===== config.mk =====
export PLATFORM = sky130hd
export DESIGN_NAME = commit_trace_fifo
export DESIGN_NICKNAME = d
export VERILOG_FILES = /design/src/rtl/commit_trace_fifo.sv
export SDC_FILE = /design/constraint.sdc
export NUM_CORES = 1
export LEC_CHECK = 0
export BUFFER_PORTS_ARGS = -buffer_cell sky130_fd_sc_hd__buf_2
export CORE_ASPECT_RATIO = 1.5
export CORE_MARGIN = 3
export CORE_UTILIZATION = 30
export DETAILED_ROUTE_END_ITERATION = 8
export GPL_TIMING_DRIVEN = 0
export PLACE_DENSITY = 0.46
export RECOVER_POWER = 50
export SLEW_MARGIN = 40
export SYNTH_ARGS = -nofsm -noshare
export SYNTH_HDL_FRONTEND = slang
export SYNTH_SLANG_ARGS = --single-unit

===== constraint.sdc =====
create_clock -name gclk -period 5.8 [get_ports gclk]
set_clock_uncertainty 0.05 [all_clocks]
set_input_delay 0 -clock gclk [delete_from_list [all_inputs] [get_ports gclk]]
set_output_delay 0 -clock gclk [all_outputs]
set_load 0.01 [all_outputs]

===== src/rtl/commit_trace_fifo.sv =====
// Commit-stage trace capture FIFO.
// Records qualifying commits with a sequence tag and counts drops when full.
package commit_trace_fifo_pkg;

    typedef struct packed {
        logic clk;
    } iu_clk_type;

    typedef struct packed {
        logic [15:0] seq;
        logic [5:0]  tid;
        logic [31:0] pc;
        logic [31:0] inst;
        logic [4:0]  flags;
        logic [3:0]  upc;
    } trace_rec_t;

endpackage

module commit_trace_fifo
    import commit_trace_fifo_pkg::*;
#(
    parameter int DEPTH = 16,
    parameter int PID   = 0
) (
    input  iu_clk_type  gclk,
    input  logic        rst,
    input  logic        in_run,
    input  logic        in_dma_mode,
    input  logic        in_icmiss,
    input  logic [5:0]  in_tid,
    input  logic [31:0] in_pc,
    input  logic [31:0] in_inst,
    input  logic        in_replay,
    input  logic        in_dcache_replay,
    input  logic        in_annul,
    input  logic        in_ucmode,
    input  logic [3:0]  in_upc,
    output logic        out_valid,
    input  logic        out_ready,
    output logic [3:0]  out_pid,
    output logic [15:0] out_seq,
    output logic [5:0]  out_tid,
    output logic [31:0] out_pc,
    output logic [31:0] out_inst,
    output logic [4:0]  out_flags,
    output logic [3:0]  out_upc,
    output logic [6:0]  count,
    output logic [15:0] drop_cnt,
    output logic        overflow,
    input  logic        clr_stat
);

    localparam int AW = $clog2(DEPTH);

    trace_rec_t      mem [DEPTH];
    trace_rec_t      rec;
    trace_rec_t      head;
    logic [AW-1:0]   wr_ptr;
    logic [AW-1:0]   rd_ptr;
    logic [15:0]     seq;
    logic            capture;
    logic            full;
    logic            pop;
    logic            push;
    logic            drop;

    assign capture = (in_run | in_dma_mode) & ~in_icmiss;
    assign full    = (count == 7'(DEPTH));
    assign pop     = out_valid & out_ready;
    // A pop frees the head slot in the same edge, so a full FIFO still accepts.
    assign push    = capture & (~full | pop);
    assign drop    = capture & full & ~pop;

    always_comb begin
        rec       = '0;
        rec.seq   = seq;
        rec.tid   = in_tid;
        rec.pc    = in_pc;
        rec.inst  = in_inst;
        rec.flags = {in_replay | in_dcache_replay, in_annul,
                     in_dma_mode, in_ucmode, 1'b0};
        rec.upc   = in_upc;
    end

    always_ff @(posedge gclk.clk) begin
        if (!rst && push) begin
            mem[wr_ptr] <= rec;
        end
    end

    always_ff @(posedge gclk.clk) begin
        if (rst) begin
            wr_ptr <= '0;
            rd_ptr <= '0;
            count  <= '0;
            seq    <= '0;
        end else begin
            if (push) wr_ptr <= wr_ptr + 1'b1;
            if (pop)  rd_ptr <= rd_ptr + 1'b1;
            if (capture) seq <= seq + 16'd1;
            case ({push, pop})
                2'b10:   count <= count + 7'd1;
                2'b01:   count <= count - 7'd1;
                default: count <= count;
            endcase
        end
    end

    always_ff @(posedge gclk.clk) begin
        if (rst) begin
            drop_cnt <= '0;
            overflow <= 1'b0;
        end else if (clr_stat) begin
            drop_cnt <= {15'd0, drop};
            overflow <= drop;
        end else if (drop) begin
            if (drop_cnt != 16'hFFFF) drop_cnt <= drop_cnt + 16'd1;
            overflow <= 1'b1;
        end
    end

    assign head      = mem[rd_ptr];
    assign out_valid = (count != 7'd0);
    assign out_pid   = 4'(PID);
    assign out_seq   = head.seq;
    assign out_tid   = head.tid;
    assign out_pc    = head.pc;
    assign out_inst  = head.inst;
    assign out_flags = head.flags;
    assign out_upc   = head.upc;

endmodule


# Yosys cells after proc, flatten, opt, wreduce, memory -nomap -nowiden

Memories as Yosys holds them, arrays and structs flattened. A register that Yosys moved wholly into a read port is not among the register bits.
Cells that the tools add are included.

Input port bits: 85
RAM bits: 1504
Logic and storage cells: 48
Flip-flop bits (word level): 48
Memories: 1
Output and inout port bits: 124

Muxes and demuxes: 10
Equal/unequal tests: 4
Add/subtract/negate cells: 6
Reductions and logical operators: 9
Bitwise operators: 11

Memories:

| name | words | bits a word | read ports | clocked after Yosys merged registers in | write ports | line | RTL |
|---|---|---|---|---|---|---|---|
| mem  | 16    | 94          | 1          | 1                                       | 1           | 56   | `trace_rec_t mem [DEPTH];` |

Operators with widths:

| operator                                                              | number |
|---|---|
| 16-bit by 1-bit adder with 16-bit output, second input constant       | 2 |
| 16-bit != test, second input constant                                 | 1 |
| 7-bit case mux with 2 select lines                                    | 1 |
| 4-bit by 1-bit adder with 4-bit output, second input constant         | 2 |
| 4-bit two-way mux                                                     | 2 |
| 7-bit by 1-bit adder with 7-bit output, second input constant         | 1 |
| 7-bit by 5-bit equality test with 1-bit output, second input constant | 1 |
| 1-bit two-way mux                                                     | 7 |
| 7-bit nonzero test                                                    | 1 |
| 7-bit by 1-bit subtractor with 7-bit output, second input constant    | 1 |
| 2-bit nonzero test                                                    | 3 |
| 1-bit bitwise AND                                                     | 5 |
| 2-bit AND reduction                                                   | 2 |
| 1-bit inverter                                                        | 3 |
| 1-bit bitwise OR                                                      | 3 |
| 2-bit by 1-bit equality test with 1-bit output, second input constant | 1 |
| 2-bit equality test, second input constant                            | 1 |
| 2-bit OR reduction                                                    | 1 |
| 1-bit logical AND                                                     | 1 |
| 1-bit logical NOT                                                     | 1 |

# Logic depth before layout (Yosys ltp)

Gate-level depths: netlist of the first run.

Depth after elaboration: 7
Depth in mapped cells: 10
Mapped depth without buffers: 10

# Least setup slack after synthesis of the first run

Ideal clock, no wire load.

Path type: reg2reg
Start: register count[0]
End: memory mem[3][0] (netlist bit) (enable)
Data required time: 5202 ps
Stages on the path, launching flop included: 5
Arrival time: 5205 ps
Buffers on the path: 0
Slack: -3 ps
Library setup time: 548 ps
Clock period less this slack: 5803 ps
Cells stage by stage: dfxtp_1 > nor4_4 > a31oi_1 > nand2_1 > nor2_1

Word-level cells in the longest chain between the ends: 7
Elaborated cells on any way between the ends: 9
Classes of those cells: eq/ne: 1; mux: 2; bitwise: 4; reduce/logical: 2

Ends and longest elaborated chain:

| what                                                                                 | line    | RTL |
|---|---|---|
| from (decl)                                                                          | 48      | `output logic [6:0] count,` |
| from (signal assigned)                                                               | 103     | `2'b10: count <= count + 7'd1;` |
| from (signal assigned)                                                               | 104     | `2'b01: count <= count - 7'd1;` |
| from (signal assigned)                                                               | 105     | `default: count <= count;` |
| 7-bit nonzero test or 7-bit by 5-bit equality test with 1-bit output (tied branches) | 124, 69 |  |
| 1-bit bitwise AND or 1-bit inverter (tied branches)                                  | 70, 72  |  |
| 1-bit bitwise OR (*)                                                                 | 72      | `assign push = capture & (~full \| pop);` |
| 1-bit bitwise AND (*)                                                                | 72      |  |
| 1-bit logical AND (*)                                                                | 87      | `if (!rst && push) begin` |
| 1-bit two-way mux (*)                                                                | 87      |  |
| 1-bit two-way mux (implied by the code) (*)                                          | 88      | `mem[wr_ptr] <= rec;` |
| to (decl)                                                                            | 56      |  |

Mark *: on every way between the ends. The rest lies on a longest branch, timed or not.

# Worst setup path in the final report of the first run

Start: input in_dma_mode
End: memory mem[9][79] (netlist bit) (enable)

Word-level cells in the longest chain between the ends: 6

Ends and longest elaborated chain:

| what                                    | line | RTL |
|---|---|---|
| from (decl)                             | 29   | `input logic in_dma_mode,` |
| 1-bit bitwise OR                        | 68   | `assign capture = (in_run \| in_dma_mode) & ~in_icmiss;` |
| 1-bit bitwise AND                       | 68   |  |
| 1-bit bitwise AND                       | 72   |  |
| 1-bit logical AND                       | 87   |  |
| 1-bit two-way mux                       | 87   |  |
| 1-bit two-way mux (implied by the code) | 88   |  |

No other way between the ends.

==> results of run 1 <==
## metrics by stage
stage / instance area (um^2) / setup WS, ns
2_1_floorplan: 58900 / -0.00297
3_3_place_gp: 63200 / -7.31
3_5_place_dp: 67000 / 2.04
4_1_cts: 72800 / 1.63
5_1_grt: 72600 / 1.58
6_report: 72600 / 1.80
## power groups by stage
stage          sequential (uW)  combinational, uW  clock (uW)
5_1_grt                  12500               5880       10600
6_report                 12500               5470        9950
3_3_place_gp             12700               5500           0
4_1_cts                  12500               5720       10200
3_5_place_dp             12700               5650           0
2_1_floorplan            12700               3520           0
## kinds of logic (layout without fill, tap and decap cells)
family                     Yosys count  in the layout  synth area share, %
buffers and inverters              127            854                0.947
adders and majority gates           13             13                0.289
xor gates and xnor gates            31             31                0.461
and+or+nand+nor                    160            160                 1.40
AOI/OAI and AO/OA                   39             39                0.425
other                                1             11              0.00637
muxes                              474            474                 18.0
DFF                               1556           1556                 78.4
## final cells by class
type / instances / area share [%]
Sequential cell: 1556 / 63.6
Multi-Input combinational cell: 722 / 16.8
Timing Repair Buffer: 447 / 7.35
Clock buffer: 192 / 5.68
Tap cell: 2600 / 4.48
Clock inverter: 88 / 1.19
Buffer: 120 / 0.827
Inverter: 7 / 0.0362
Antenna cell: 6 / 0.0207
## cells in the final DEF (no fill, tap or decap), drive strengths merged, types with 5 or more instances in the layout
cell         count
xor2            15
clkbuf         357
clkinv          57
or3              7
nand4            9
edfxtp        1504
nor4             5
buf            313
ha              12
and3             5
a21oi           14
bufinv          16
diode            6
dfxtp           52
nor2            65
nor3             6
xnor2           16
mux4           470
clkinvlp         8
dlygate4sd3     89
conb             5
inv             14
nand2           22
nand3           18
o21ai            8
## flip-flops by register name (all words and copies together), names as in the netlist, named ones only
| signal | cells |
|---|---|
| count | 7 |
| wr_ptr | 4 |
| seq | 16 |
| mem | 1504 |
| overflow | 1 |
| rd_ptr | 4 |
| drop_cnt | 16 |
## synth_stat cells (3+ instances only)
cell	count
nor4_1	4
a211oi_1	4
buf_1	9
nand4_1	7
and3_1	5
dfxtp_1	52
buf_2	44
xor2_1	15
clkbuf_1	61
nand2_1	22
a21oi_1	14
or2_2	4
nor2_1	65
inv_1	6
nor3_1	5
xnor2_1	16
or3_1	7
o21ai_0	8
nor2b_1	4
buf_4	5
edfxtp_1	1504
nand3_1	16
and4_1	3
mux4_2	470
ha_1	12
## per-layer routing
| layer | wire length [um] | global-route usage (%) | part of all wire [%] |
|---|---|---|---|
| met5 | 67 | 0 | 0.041 |
| met4 | 2540 | 3.14 | 1.6 |
| met3 | 8080 | 2.81 | 5.0 |
| met2 | 82800 | 27.7 | 51 |
| met1 | 68200 | 21.3 | 42 |
## worst max-delay path: cells and delay by family
family,cells,cell delay (ns)
AO/OA/AOI/OAI,2,1.20
buffers and inverters,5,2.41
AND/OR/NAND/NOR,2,0.75
## path summary, 6_finish.rpt
path | from | to | slack, ns | cells after the start
worst max-delay path | in_dma_mode | mem[9][79]$_DFFE_PP_ | 1.80 | 9
worst min-delay path | out_ready | rd_ptr[1]$_SDFFE_PP0N_ | 0.13 | 4
worst max register to register | count[0]$_SDFFE_PP0P_ | count[5]$_SDFFE_PP0P_ | 1.98 | 10
worst min register to register | count[4]$_SDFFE_PP0P_ | count[4]$_SDFFE_PP0P_ | 0.49 | 2
==> results by group, run 1 <==
Place
  – Inst Count DP: between 5000 and 6000
  – DP HPWL: 109000 um
  – Buffers on Ports: about 200
  – Placer Congestion: 0.719

GRT
  – Global Route Usage Sum: 16.0%
  – First-pass GRT wire length: 229000 um
  – Vias in the first global route: 30400
  – Initial antenna violation count: 25
  – Largest net degree at the start of global routing: 23
  – GRT overflow: 0

Clock tree
  – CTS clk-pin slew, worst paths: 0.06 ns
  – Number of buffers created by CTS: 153
  – Postcts setup bufs: 0
  – Sink Count: approximately 1600
  – Hold Buf Count CTS: 89
  – Clk buf depth: 3
  – H-tree depth: 4
  – CTS tree: yes
  – CTS resizes: 0
  – Worst-skew pair later-pin latency: 0.78 ns
  – Clock Tree Root: clkbuf_16

Timing
  – Rel. slew slack: 17.0%
  – Final setup vio count: 0
  – Final Max Tran Viols: 0
  – Slew @ Worst Pin: 1.24 ns
  – Final period util: 68.9%
  – Final hold slack: 0.126 ns
  – Hold Fails Final Rpt: 0
  – Setup TNS: 0 ns
  – Final Critical Period: about 4.0 ns
  – Fmax: roughly 250 MHz
  – RSZ-0062 raised after global routing: no

Synth
  – Synth warnings: 0
  – Post-synth EDFFs: 1504
  – Synthesized flop and latch total: 1556
  – Yosys top cell area share: 76.7%
  – Area contributors post-synth: edfxtp_1 77%, mux4_2 18%, dfxtp_1 1.8%
  – Area leader, netlist: edfxtp_1
  – Synth async-reset ratio: 0%
  – Syn_area_per_cell: 24.5 um^2
  – Synthesized instance count: 2401
  – Post-synth cell types: between 50 and 60
  – Top FF cell, synth: edfxtp_1
  – Synthesized area: ~59000 um^2
  – Sequential share of the synthesized area: 78.4%

Pwr
  – P_int: 20700 uW
  – Leakage: 0.0225 uW
  – P_sw: 7150 uW
  – Clock network power share: 35.7%
  – VDD IR-drop max: 0.319 mV
  – Combinational share of power: about a fifth
  – Part of the power in registers: 44.7%
  – Net Sw Frac: 25.7%
  – PD cells: between 300 and 400 nW/um^2
  – Power Total: 27900 uW

Layout
  – Final Core Density: 37.3%
  – Footprint of the multi-input gates: between 10000 and 15000 um^2
  – Final #Nets: 3105
  – # fillers: between 15000 and 20000
  – Syn-to-layout area delta: 23.3%
  – Non-Filler Instances: roughly 5700
  – Storage element area: 46200 um^2
  – Ratio of cells with drive above 1 in the final layout: 34.1%

Floorplan
  – # IOs: 209
  – Die Wd: 368 um
  – Effective utilization at floorplan: 30.3%
  – Rows: 198
  – Die ar.: roughly 200000 um^2
  – Core footprint: 195000 um^2
  – Die Y: 549 um

Drt
  – Via count: 28000
  – Initial DRC count: about 2400
  – Drt first pass iters: 5
  – Final ANT Viol Nets: 0
  – DRC viols: 0
  – WL per Instance: 28.2 um
  – DR vias/cell: 4.88
  – Routed WL: 162000 um

Worst setup path
  – Critical path capture point type: register
  – Setup CP Type: primary input to register
  – CP Cell Sequence: dlygate4sd3_1 > clkbuf_1 > o21bai_1 > a31oi_1 > nand2_1 > nor2_1 > clkbuf_1 > buf_16 > buf_8
  – CP arrival: 4.40 ns
  – Worst endpoint required time: 6.20 ns
  – CP max stage delay: 0.82 ns
  – CP max stage cell: clkbuf_1
  – Crit Path Max Fanout: 18
  – Startpoint Class: primary input
  – Most frequent CP cell: clkbuf_1

Job
  – Max cap viols: 0

Run status
  – Status: finished, final reports clean

Hold path
  – HP Class: primary input to register
Note: power is estimated with default switching activity, not from simulation.
==> inputs of run 2 (changes only) <==
Settings changed: ABC_AREA set to 1, PLACE_DENSITY 0.46 to 0.44.
Clock period 5.8 ns to 4.2 ns, I/O delays scaled along.
==> run 2 against run 1 <==
Final cell count is 43% higher. Power grew 39%. Hold slack better by 0.0031 ns. Critical path type is now register to output port. Critical endpoint is now out_inst[20].
==> results by group, run 2 <==
Synth
  – Post-synth cell types: 32
  – Synthesized area: 61700 um^2
  – Syn_area_per_cell: around 13 um^2
  – Synth top cells by count: 1504 x edfxtp_1, 1214 x nor2_1, 739 x o21ai_0, 376 x o211ai_1, 216 x nand2_1
  – Yosys top cell area share: between 70% and 80%
  – Synthesized flop and latch total: 1556
  – Post-synth EDFFs: between 1500 and 2000
  – Synth async-reset ratio: 0%
  – Synth warnings: 0
  – Sequential share of the synthesized area: between 70% and 80%
  – Top FF cell, synth: edfxtp_1
  – Most common cell in the netlist: edfxtp_1
  – Area contributors post-synth: edfxtp_1 73%, nor2_1 7.4%, o21ai_0 6.0%
  – Synthesized instance count: 4824
  – Area leader, netlist: edfxtp_1

Floorplan
  – Core footprint: 204000 um^2
  – # IOs: 209
  – Die Wd: between 300 and 400 um
  – Die Y: 561 um
  – Rows: a little over 200
  – Effective utilization at floorplan: 30.2%
  – Die ar.: roughly 210000 um^2

Clock tree
  – H-tree depth: 4
  – Clk buf depth: 4
  – Worst-skew pair later-pin latency: 0.80 ns
  – Clock Tree Root: clkbuf_16
  – Postcts setup bufs: 0
  – CTS tree: yes
  – Number of buffers created by CTS: 163
  – Sink Count: around 1600
  – CTS clk-pin slew, worst paths: approximately 0.06 ns

Timing
  – Final Max Tran Viols: 0
  – Rel. slew slack: 28.3%
  – RSZ-0062 raised after global routing: no
  – Hold Fails Final Rpt: 0
  – Final hold slack: 0.129 ns
  – Final period util: 98.3%
  – Slew @ Worst Pin: 1.07 ns
  – Final Critical Period: between 4 and 5 ns
  – Final setup vio count: 0
  – Fmax: 242 MHz

Drt
  – Via count: 41800
  – DR vias/cell: slightly above 5
  – Initial DRC count: 4295
  – DRC viols: 0
  – Final ANT Viol Nets: 0
  – Drt first pass iters: 5
  – WL per Instance: ~27 um
  – Routed WL: approximately 230000 um

GRT
  – Largest net degree at the start of global routing: 22
  – Initial antenna violation count: 20
  – Global Route Usage Sum: 20.9%
  – GRT overflow: 0
  – First-pass GRT wire length: 316000 um
  – Vias in the first global route: between 40000 and 50000

Pwr
  – VDD IR-drop max: 0.289 mV
  – P_int: 27100 uW
  – PD cells: 514 nW/um^2
  – Clock network power share: between 30% and 40%
  – Leakage: roughly 0.024 uW
  – P_sw: 11600 uW
  – Part of the power in registers: between 40 and 50%
  – Power Total: 38700 uW
  – Combinational share of power: approximately a fifth
  – Net Sw Frac: 29.9%

Layout
  – Ratio of cells with drive above 1 in the final layout: 11.4%
  – Largest register by flop count: mem
  – Most common cell after layout, fill and taps aside: edfxtp_1
  – Largest registers: mem x1504, drop_cnt x16, seq x16
  – Final Cell Area: between 70000 and 80000 um^2
  – Max reg flops: ~1500
  – Syn-to-layout area delta: 22.0%
  – Final #Nets: ~5500
  – Commonest non-fill, non-tap cells in the layout: 1504 x edfxtp_1, 1206 x nor2_1, 740 x o21ai_0, 376 x o211ai_1, 292 x clkbuf_1
  – Final Core Density: between 30% and 40%

Place
  – Placer Congestion: 0.785
  – Placed instance area: between 60000 and 70000 um^2
  – DP HPWL: 157000 um
  – Buffers on Ports: 202

Worst setup path
  – Worst Path Buf+Inv: 5
  – Most frequent CP cell: buf_2
  – Startpoint Class: register
  – CP arrival: 4.08 ns
  – Crit Path Max Fanout: 10
  – Critical path capture point type: output port
  – CP max stage cell: clkbuf_1
  – Critical path's top delay family: buffers and inverters
  – CP Cell Sequence: buf_2 > buf_2 > buf_2 > clkbuf_1 > o21ai_0 > o211ai_1 > nand3_1 > nand2_1 > buf_2
  – Setup CP Type: register to output port
  – CP max stage delay: 0.72 ns
  – Worst endpoint required time: just over 4 ns

Hold path
  – HP Class: primary input to register

Job
  – Max cap viols: 0

Run status
  – Status: finished, final reports clean
run 2: cell count changes after synthesis, moves of 9 or more:
cell	change
xor2_1	-9
inv_1	+46
nand2_1	+194
o211ai_1	+376
buf_2	+44
o21ai_1	+116
o21ai_0	+731
buf_4	+27
clkbuf_1	+128
mux4_2	-470
nand3_1	+124
a21oi_1	+21
nor2_1	+1149
run 2: worst paths after layout:
check,from,end,slack [ns],cells past startpoint
worst max-delay path,register,out_inst[20],0.07,9
worst min register to register,rd_ptr[2]$_SDFFE_PP0N_,rd_ptr[2]$_SDFFE_PP0N_,0.42,2
worst min-delay path,in_icmiss,seq[15]$_SDFFE_PP0P_,0.13,5
worst max register to register,count[0]$_SDFFE_PP0P_,mem[10][36]$_DFFE_PP_,0.67,11
run 2: layout make-up:
class	count	area, um^2
Sequential cell	1556	46200
Inverter	55	206
Tap cell	2665	3330
Timing Repair Buffer	443	5140
Buffer	323	1520
Fill cell	20000	129000
Antenna cell	6	15.0
Multi-Input combinational cell	2893	13900
Clock inverter	74	597
Clock buffer	205	4360
run 2: what timing repair did:
item	4_1_cts	5_1_grt
hold endpoints to repair	1297	0
resized for setup	1	0
hold buffers	91	0
setup endpoints to repair	36	0
run 2: power by group through the flow:
stage / clock [uW] / combinational, uW / sequential [uW]
floorplan: 0 / 3870 / 17500
global placement: 0 / 7430 / 17500
detailed placement: 0 / 7610 / 17500
CTS: 14300 / 7710 / 17200
global route: 14800 / 8250 / 17200
finish: 14000 / 7530 / 17200
run 2: cells by family after synthesis:
group	after synthesis	synth area share (%)
XOR/XNOR	15	0.213
AO/OA/AOI/OAI	1269	11.8
flip-flops	1556	74.9
other	1	0.00608
AND/OR/NAND/NOR	1591	10.1
adder cells (fa/ha/maj)	13	0.276
buffers and inverters	379	2.70
run 2: routing by layer:
metal / up-vias / track usage, % / part of all wire, %
li1: 18900 / - / -
met1: 21200 / 26.7 / 41
met2: 1374 / 36.6 / 50
met3: 340 / 2.59 / 5.4
met4: 8 / 6.84 / 3.4
met5: - / 0 / 0.023
run 2: per-stage QoR:
stage / setup WS, ns / std cells / setup TNS (ns)
after floorplan: -1.40 / 4828 / -1712.38
after global placement: -8.04 / 7695 / -
after detailed placement: 0.558 / 7845 / 0
after CTS: 0.111 / 8214 / 0
after global routing: 0.0475 / 8215 / 0
final: 0.0730 / 8220 / 0
run 2: tightest hold or removal path, cell delays in order:
cell,delay (ns)
dlygate4sd3_1,0.52
buf_2,0.10
nor2_1,0.14
nand2_1,0.11
a21oi_1,0.05
